**config.mk**
```make
export PLATFORM = sky130hd
export DESIGN_NAME = avalon_cfg_arbiter
export DESIGN_NICKNAME = d
export VERILOG_FILES = /design/src/rtl/avalon_cfg_arbiter.sv
export SDC_FILE = /design/constraint.sdc
export NUM_CORES = 1
export LEC_CHECK = 0
export BUFFER_PORTS_ARGS = -buffer_cell sky130_fd_sc_hd__buf_4
export CORE_AREA = 2 2 146 148
export CTS_BUF_LIST = sky130_fd_sc_hd__clkbuf_16
export DETAILED_ROUTE_END_ITERATION = 10
export DIE_AREA = 0 0 148 150
export GPL_TIMING_DRIVEN = 1
export PLACE_DENSITY = 0.75
export SYNTH_ARGS = -nofsm -noshare
export SYNTH_HDL_FRONTEND = slang
export SYNTH_SLANG_ARGS = --single-unit
```
**constraint.sdc**
```tcl
create_clock -name clk -period 5.5 [get_ports clk]
set_clock_uncertainty 0.2 [all_clocks]
set_input_delay 0.55 -clock clk [delete_from_list [all_inputs] [get_ports clk]]
set_output_delay 0.55 -clock clk [all_outputs]
set_load 0.02 [all_outputs]
```
**src/rtl/avalon_cfg_arbiter.sv**
```systemverilog
// avalon_cfg_arbiter: round-robin sharing of one Avalon-MM register master among N_REQ clients,
// with per-client lock for atomic sequences and a watchdog on stalled transactions.
module avalon_cfg_arbiter #(
  parameter int N_REQ   = 3,
  parameter int ADDR_W  = 32,
  parameter int DATA_W  = 32,
  parameter int TIMEOUT = 1023
) (
  input  logic                      clk,
  input  logic                      reset,
  input  logic [N_REQ-1:0]          req_wr,
  input  logic [N_REQ-1:0]          req_rd,
  input  logic [N_REQ-1:0]          req_lock,
  input  logic [N_REQ*ADDR_W-1:0]   req_adr,
  input  logic [N_REQ*DATA_W-1:0]   req_wdata,
  output logic [N_REQ-1:0]          req_done,
  output logic [N_REQ-1:0]          req_err,
  output logic [DATA_W-1:0]         req_rdata,
  output logic [N_REQ-1:0]          grant,
  output logic                      busy,
  output logic                      m_wr_rq,
  output logic                      m_rd_rq,
  output logic [ADDR_W-1:0]         m_wr_adr,
  output logic [ADDR_W-1:0]         m_rd_adr,
  output logic [DATA_W-1:0]         m_wr_data,
  input  logic [DATA_W-1:0]         m_rd_data,
  input  logic                      m_action_done
);
  localparam int IW = $clog2(N_REQ);
  localparam int CW = $clog2(TIMEOUT + 1);
  typedef enum logic [1:0] {IDLE, WAIT_DONE, RELEASE, HOLD} state_t;
  state_t state, state_n;
  logic [IW-1:0] ptr, ptr_n, pick, sel;
  logic [CW-1:0] cnt, cnt_n;
  logic found, issue, wr, fin;
  logic [N_REQ-1:0] grant_n, done_n, err_n;
  logic [DATA_W-1:0] rdata_n, wdata_n, wdat;
  logic [ADDR_W-1:0] wadr_n, radr_n, adr;
  logic wrq_n, rrq_n;

  // ptr doubles as the owner index while a grant is held
  always_comb begin
    found = 1'b0;
    pick  = ptr;
    for (int k = 1; k <= N_REQ; k++)
      if (!found && (req_wr[(int'(ptr) + k) % N_REQ] || req_rd[(int'(ptr) + k) % N_REQ])) begin
        found = 1'b1;
        pick  = IW'((int'(ptr) + k) % N_REQ);
      end
  end

  assign sel   = (state == HOLD) ? ptr : pick;
  assign wr    = req_wr[sel];
  assign adr   = req_adr[sel*ADDR_W +: ADDR_W];
  assign wdat  = req_wdata[sel*DATA_W +: DATA_W];
  assign issue = (state == IDLE && found) || (state == HOLD && (req_wr[ptr] || req_rd[ptr]));
  assign fin   = state == WAIT_DONE && (m_action_done || cnt == CW'(TIMEOUT - 1));
  assign busy  = state != IDLE;

  always_comb begin
    state_n = state;
    ptr_n   = ptr;
    cnt_n   = cnt;
    grant_n = grant;
    done_n  = '0;
    err_n   = '0;
    rdata_n = req_rdata;
    wrq_n   = m_wr_rq;
    rrq_n   = m_rd_rq;
    wadr_n  = m_wr_adr;
    radr_n  = m_rd_adr;
    wdata_n = m_wr_data;
    if (issue) begin
      state_n = WAIT_DONE;
      ptr_n   = sel;
      cnt_n   = '0;
      grant_n = N_REQ'(1) << sel;
      wrq_n   = wr;
      rrq_n   = !wr;
      wadr_n  = wr ? adr : '0;
      radr_n  = wr ? '0 : adr;
      wdata_n = wr ? wdat : '0;
    end else if (fin) begin
      state_n = RELEASE;
      done_n  = grant;
      err_n   = m_action_done ? '0 : grant;
      rdata_n = (m_action_done && m_rd_rq) ? m_rd_data : req_rdata;
      wrq_n   = 1'b0;
      rrq_n   = 1'b0;
      wadr_n  = '0;
      radr_n  = '0;
      wdata_n = '0;
    end else if (state == WAIT_DONE) begin
      cnt_n = cnt + 1'b1;
    end else if (state == RELEASE || (state == HOLD && !req_lock[ptr])) begin
      state_n = req_lock[ptr] && state == RELEASE ? HOLD : IDLE;
      grant_n = state_n == HOLD ? grant : '0;
    end
  end

  always_ff @(posedge clk or posedge reset)
    if (reset) begin
      state     <= IDLE;
      ptr       <= IW'(N_REQ - 1);
      cnt       <= '0;
      grant     <= '0;
      req_done  <= '0;
      req_err   <= '0;
      req_rdata <= '0;
      m_wr_rq   <= 1'b0;
      m_rd_rq   <= 1'b0;
      m_wr_adr  <= '0;
      m_rd_adr  <= '0;
      m_wr_data <= '0;
    end else begin
      state     <= state_n;
      ptr       <= ptr_n;
      cnt       <= cnt_n;
      grant     <= grant_n;
      req_done  <= done_n;
      req_err   <= err_n;
      req_rdata <= rdata_n;
      m_wr_rq   <= wrq_n;
      m_rd_rq   <= rrq_n;
      m_wr_adr  <= wadr_n;
      m_rd_adr  <= radr_n;
      m_wr_data <= wdata_n;
    end
endmodule
```
==> reports/qor.txt <==
Max-slew violation count - 0
Post-Synth XOR/XNOR Area - 0.859%
Clock tree from TritonCTS - built
R2R depth - 10
Fin nets - 1328
Dpl ws - 1.01 ns
Syn Nets - 994
Vias in the first global route - 7755
Critical path startpoint category - flip-flop
Crit Path Max Fanout - 38
Peak supply drop - 0.411 mV
Post-cts sizing count - 0
Antenna diodes - 0
Wire length on met2 - 13.8 mm
Root Driver - clkbuf_16
Worst setup margin - 0.997 ns
Compound-gate portion of the synthesized area - 32.3%
Final min period - 4.50 ns
Cts bufs inserted - 17
Commonest non-fill, non-tap cell in the layout - buf_4
Total power draw - 0.00807 W
Worst-Skew Late Latency - 0.42 ns
Synthesized area - 0.00815 mm²
M1 WL - 11.0 mm
WL met3 - 2.34 mm
Hold Vio Cnt, Final - 0
CTS sink cnt - 153
Area growth syn-to-layout - 43.8%
Slew headroom - 38.0%
WS Path Type - reg2reg
Max Clock Freq - 0.222 GHz
# DRC - 0
Main area contributors after synthesis - dfrtp_1 (47%), a22o_1 (10%), o211ai_1 (8.9%)
CP arrival - 4.66 ns
Final Cycle Share - 81.9%
Synth Area in Simple Gates - 7.70%
Buffers on Ports - 375
Mean post-synth cell area - 10.8 µm²
Worst setup path startpoint - ptr[1]$_DFFE_PP1P_
Post-synth top flop - dfrtp_1
Detail Route Antenna Nets - 0
Chip width - 148 µm
Clock Path Buffers - 2
LEAKAGE - 5.63 nW
Post-synth EDFFs - 0
Share of cells above drive strength 1 - 45.7%
Synthesis-stage register bit count - 153
Max-cap violations - 0
Adder-cell share of the synthesized area - 0.921%
Pin count of the biggest net entering global routing - 103
Yosys Warn Count - 0
H-tree Lvls - 4
Core region area - 0.0207 mm²
Layout Cells excl Fill - 1374
Die ar. - 0.0222 mm²
Vias - 7795
Final WL - 28.3 mm
DR pass1 iterations - 5
Ports - 376
Yosys cell types - 59
Post-Place Cells - 1342
Post-Syn Instances - 752
Outcome - finished, final reports clean
Cell taking the most area after synthesis - dfrtp_1
GR Overflow Total - 0
Combinational family with the most area after synthesis - compound AO/OA/AOI/OAI gates
Worst Setup End Kind - flip-flop
Reg2reg end - m_wr_adr[25]$_DFFE_PP0P_
R2r setup slk - 1.0 ns
Max Used Layer - met4
First-pass GRT wire length - 43.2 mm
Drt wl/cell - 20.6 µm
Die Height - 150 µm
Setup TNS - 0 ns
Commonest non-fill, non-tap cells in the layout - buf_4 (394), dfrtp_1 (152), o211ai_1 (97)
CP required - 5.65 ns
Util after Layout - 56.7%
Post-CTS Setup Bufs - 0
1st-iter DRT viols - 420
# setup viols final - 0
Hold WC Path Type - in2async
Mux cell area share after synthesis - 4.54%
Detail Placement HPWL - 20.6 mm
GP Congestion - 0.915
Cts hold-fix bufs - 0
Yosys top cell area share - 46.7%
Initial Util - 39.4%
Pwr/cell area - 688 mW/mm²
Post-synth ARST share - 100%
Register area share after synthesis - 47.0%
GRT Overall Usage - 24.9%
Worst-Margin Slew - 0.930 ns
CTS clock-pin slew for the worst setup and hold paths - 0.07 ns
Critical R2R Launch - ptr[1]$_DFFE_PP1P_
DR vias/cell - 5.67
RSZ-0062 raised after global routing - false
FP Rows - 53
Initial antenna violation count - 0
==> cells in the mapped netlist, drive strengths merged (2+ instances only) <==
master and instances:
o2111ai 35, nand2 79, o21ai 10, a22o 96, ha 6, o32ai 2
and3 2, buf 35, nor3b 2, a21o 3, nor3 7, clkbuf 44
nand2b 2, nor2b 4, o211ai 97, a211oi 2, nor2 14, xor2 6
nand3 11, dfrtp 152, mux2 32, and2 8, xnor2 2, or2 3
o221ai 33, a21oi 4, inv 37, nand4 2
==> worst max-delay path by stage <==
stage | cells after the start | end | slack [ns]
global placement | 10 | m_wr_adr[19]$_DFFE_PP0P_ | 1.12
CTS | 10 | m_wr_adr[13]$_DFFE_PP0P_ | 1.00
floorplan | 1 | cnt[0]$_DFFE_PP0P_ | 0.63
global route | 10 | m_wr_adr[13]$_DFFE_PP0P_ | 0.71
detailed placement | 10 | m_wr_adr[23]$_DFFE_PP0P_ | 1.01
finish | 10 | m_wr_adr[25]$_DFFE_PP0P_ | 1.0
==> sequential cells by signal, indices dropped and copies added (netlist names) <==
name	flops
ptr	2
req_done	3
state	2
req_rdata	32
m_wr_data	32
m_rd_rq	1
grant	3
m_rd_adr	32
cnt	10
req_err	3
m_wr_adr	32
m_wr_rq	1
==> stage by stage <==
step | hold slack (ns) | cell area (µm²)
after global placement | 0.284 | 11100
after CTS | 0.139 | 11700
final | 0.105 | 11700
after global routing | 0.142 | 11700
after floorplan | 0.298 | 8150
after detailed placement | 0.275 | 11100
==> final cells by class <==
cell class                 count  area, µm²
clock inverter                15        194
sequential                   153       3830
timing repair buffer         394       2960
inverter                      37        144
tap                          275        344
fill                        1851       8960
clock buffer                  17        425
multi-input combinational    483       3830
==> power breakdown <==
part,internal (W),switching (W)
logic,0.00196,0.00317
registers,0.00150,0.000217
clock network,0.000727,0.000505
total,0.00418,0.00389
==> logic make-up (layout without fill, tap and decap cells) <==
group,Yosys count,in the layout
adders and majority gates,6,6
and+or+nand+nor,139,139
DFF,153,153
muxes,33,33
buffers and inverters,116,463
AOI/OAI and AO/OA,297,297
xor gates and xnor gates,8,8
==> per-layer routing <==
layer | vias up | GRT usage (%)
li1 | 3577 | -
met3 | 68 | 6.37
met5 | - | 0
met4 | 0 | 11.4
met2 | 406 | 41.3
met1 | 3744 | 30.7
==> critical path, stage by stage (launching register included) <==
cell      delay [ns]
dfstp_2         0.61
inv_1           0.13
ha_1            0.32
nor4_1          0.31
a221o_1         0.26
nand4_1         0.29
o211a_4         0.38
or2_4           0.44
o221ai_4        0.70
buf_4           0.54
a22o_1          0.20
Note: power is estimated with default switching activity, not from simulation.
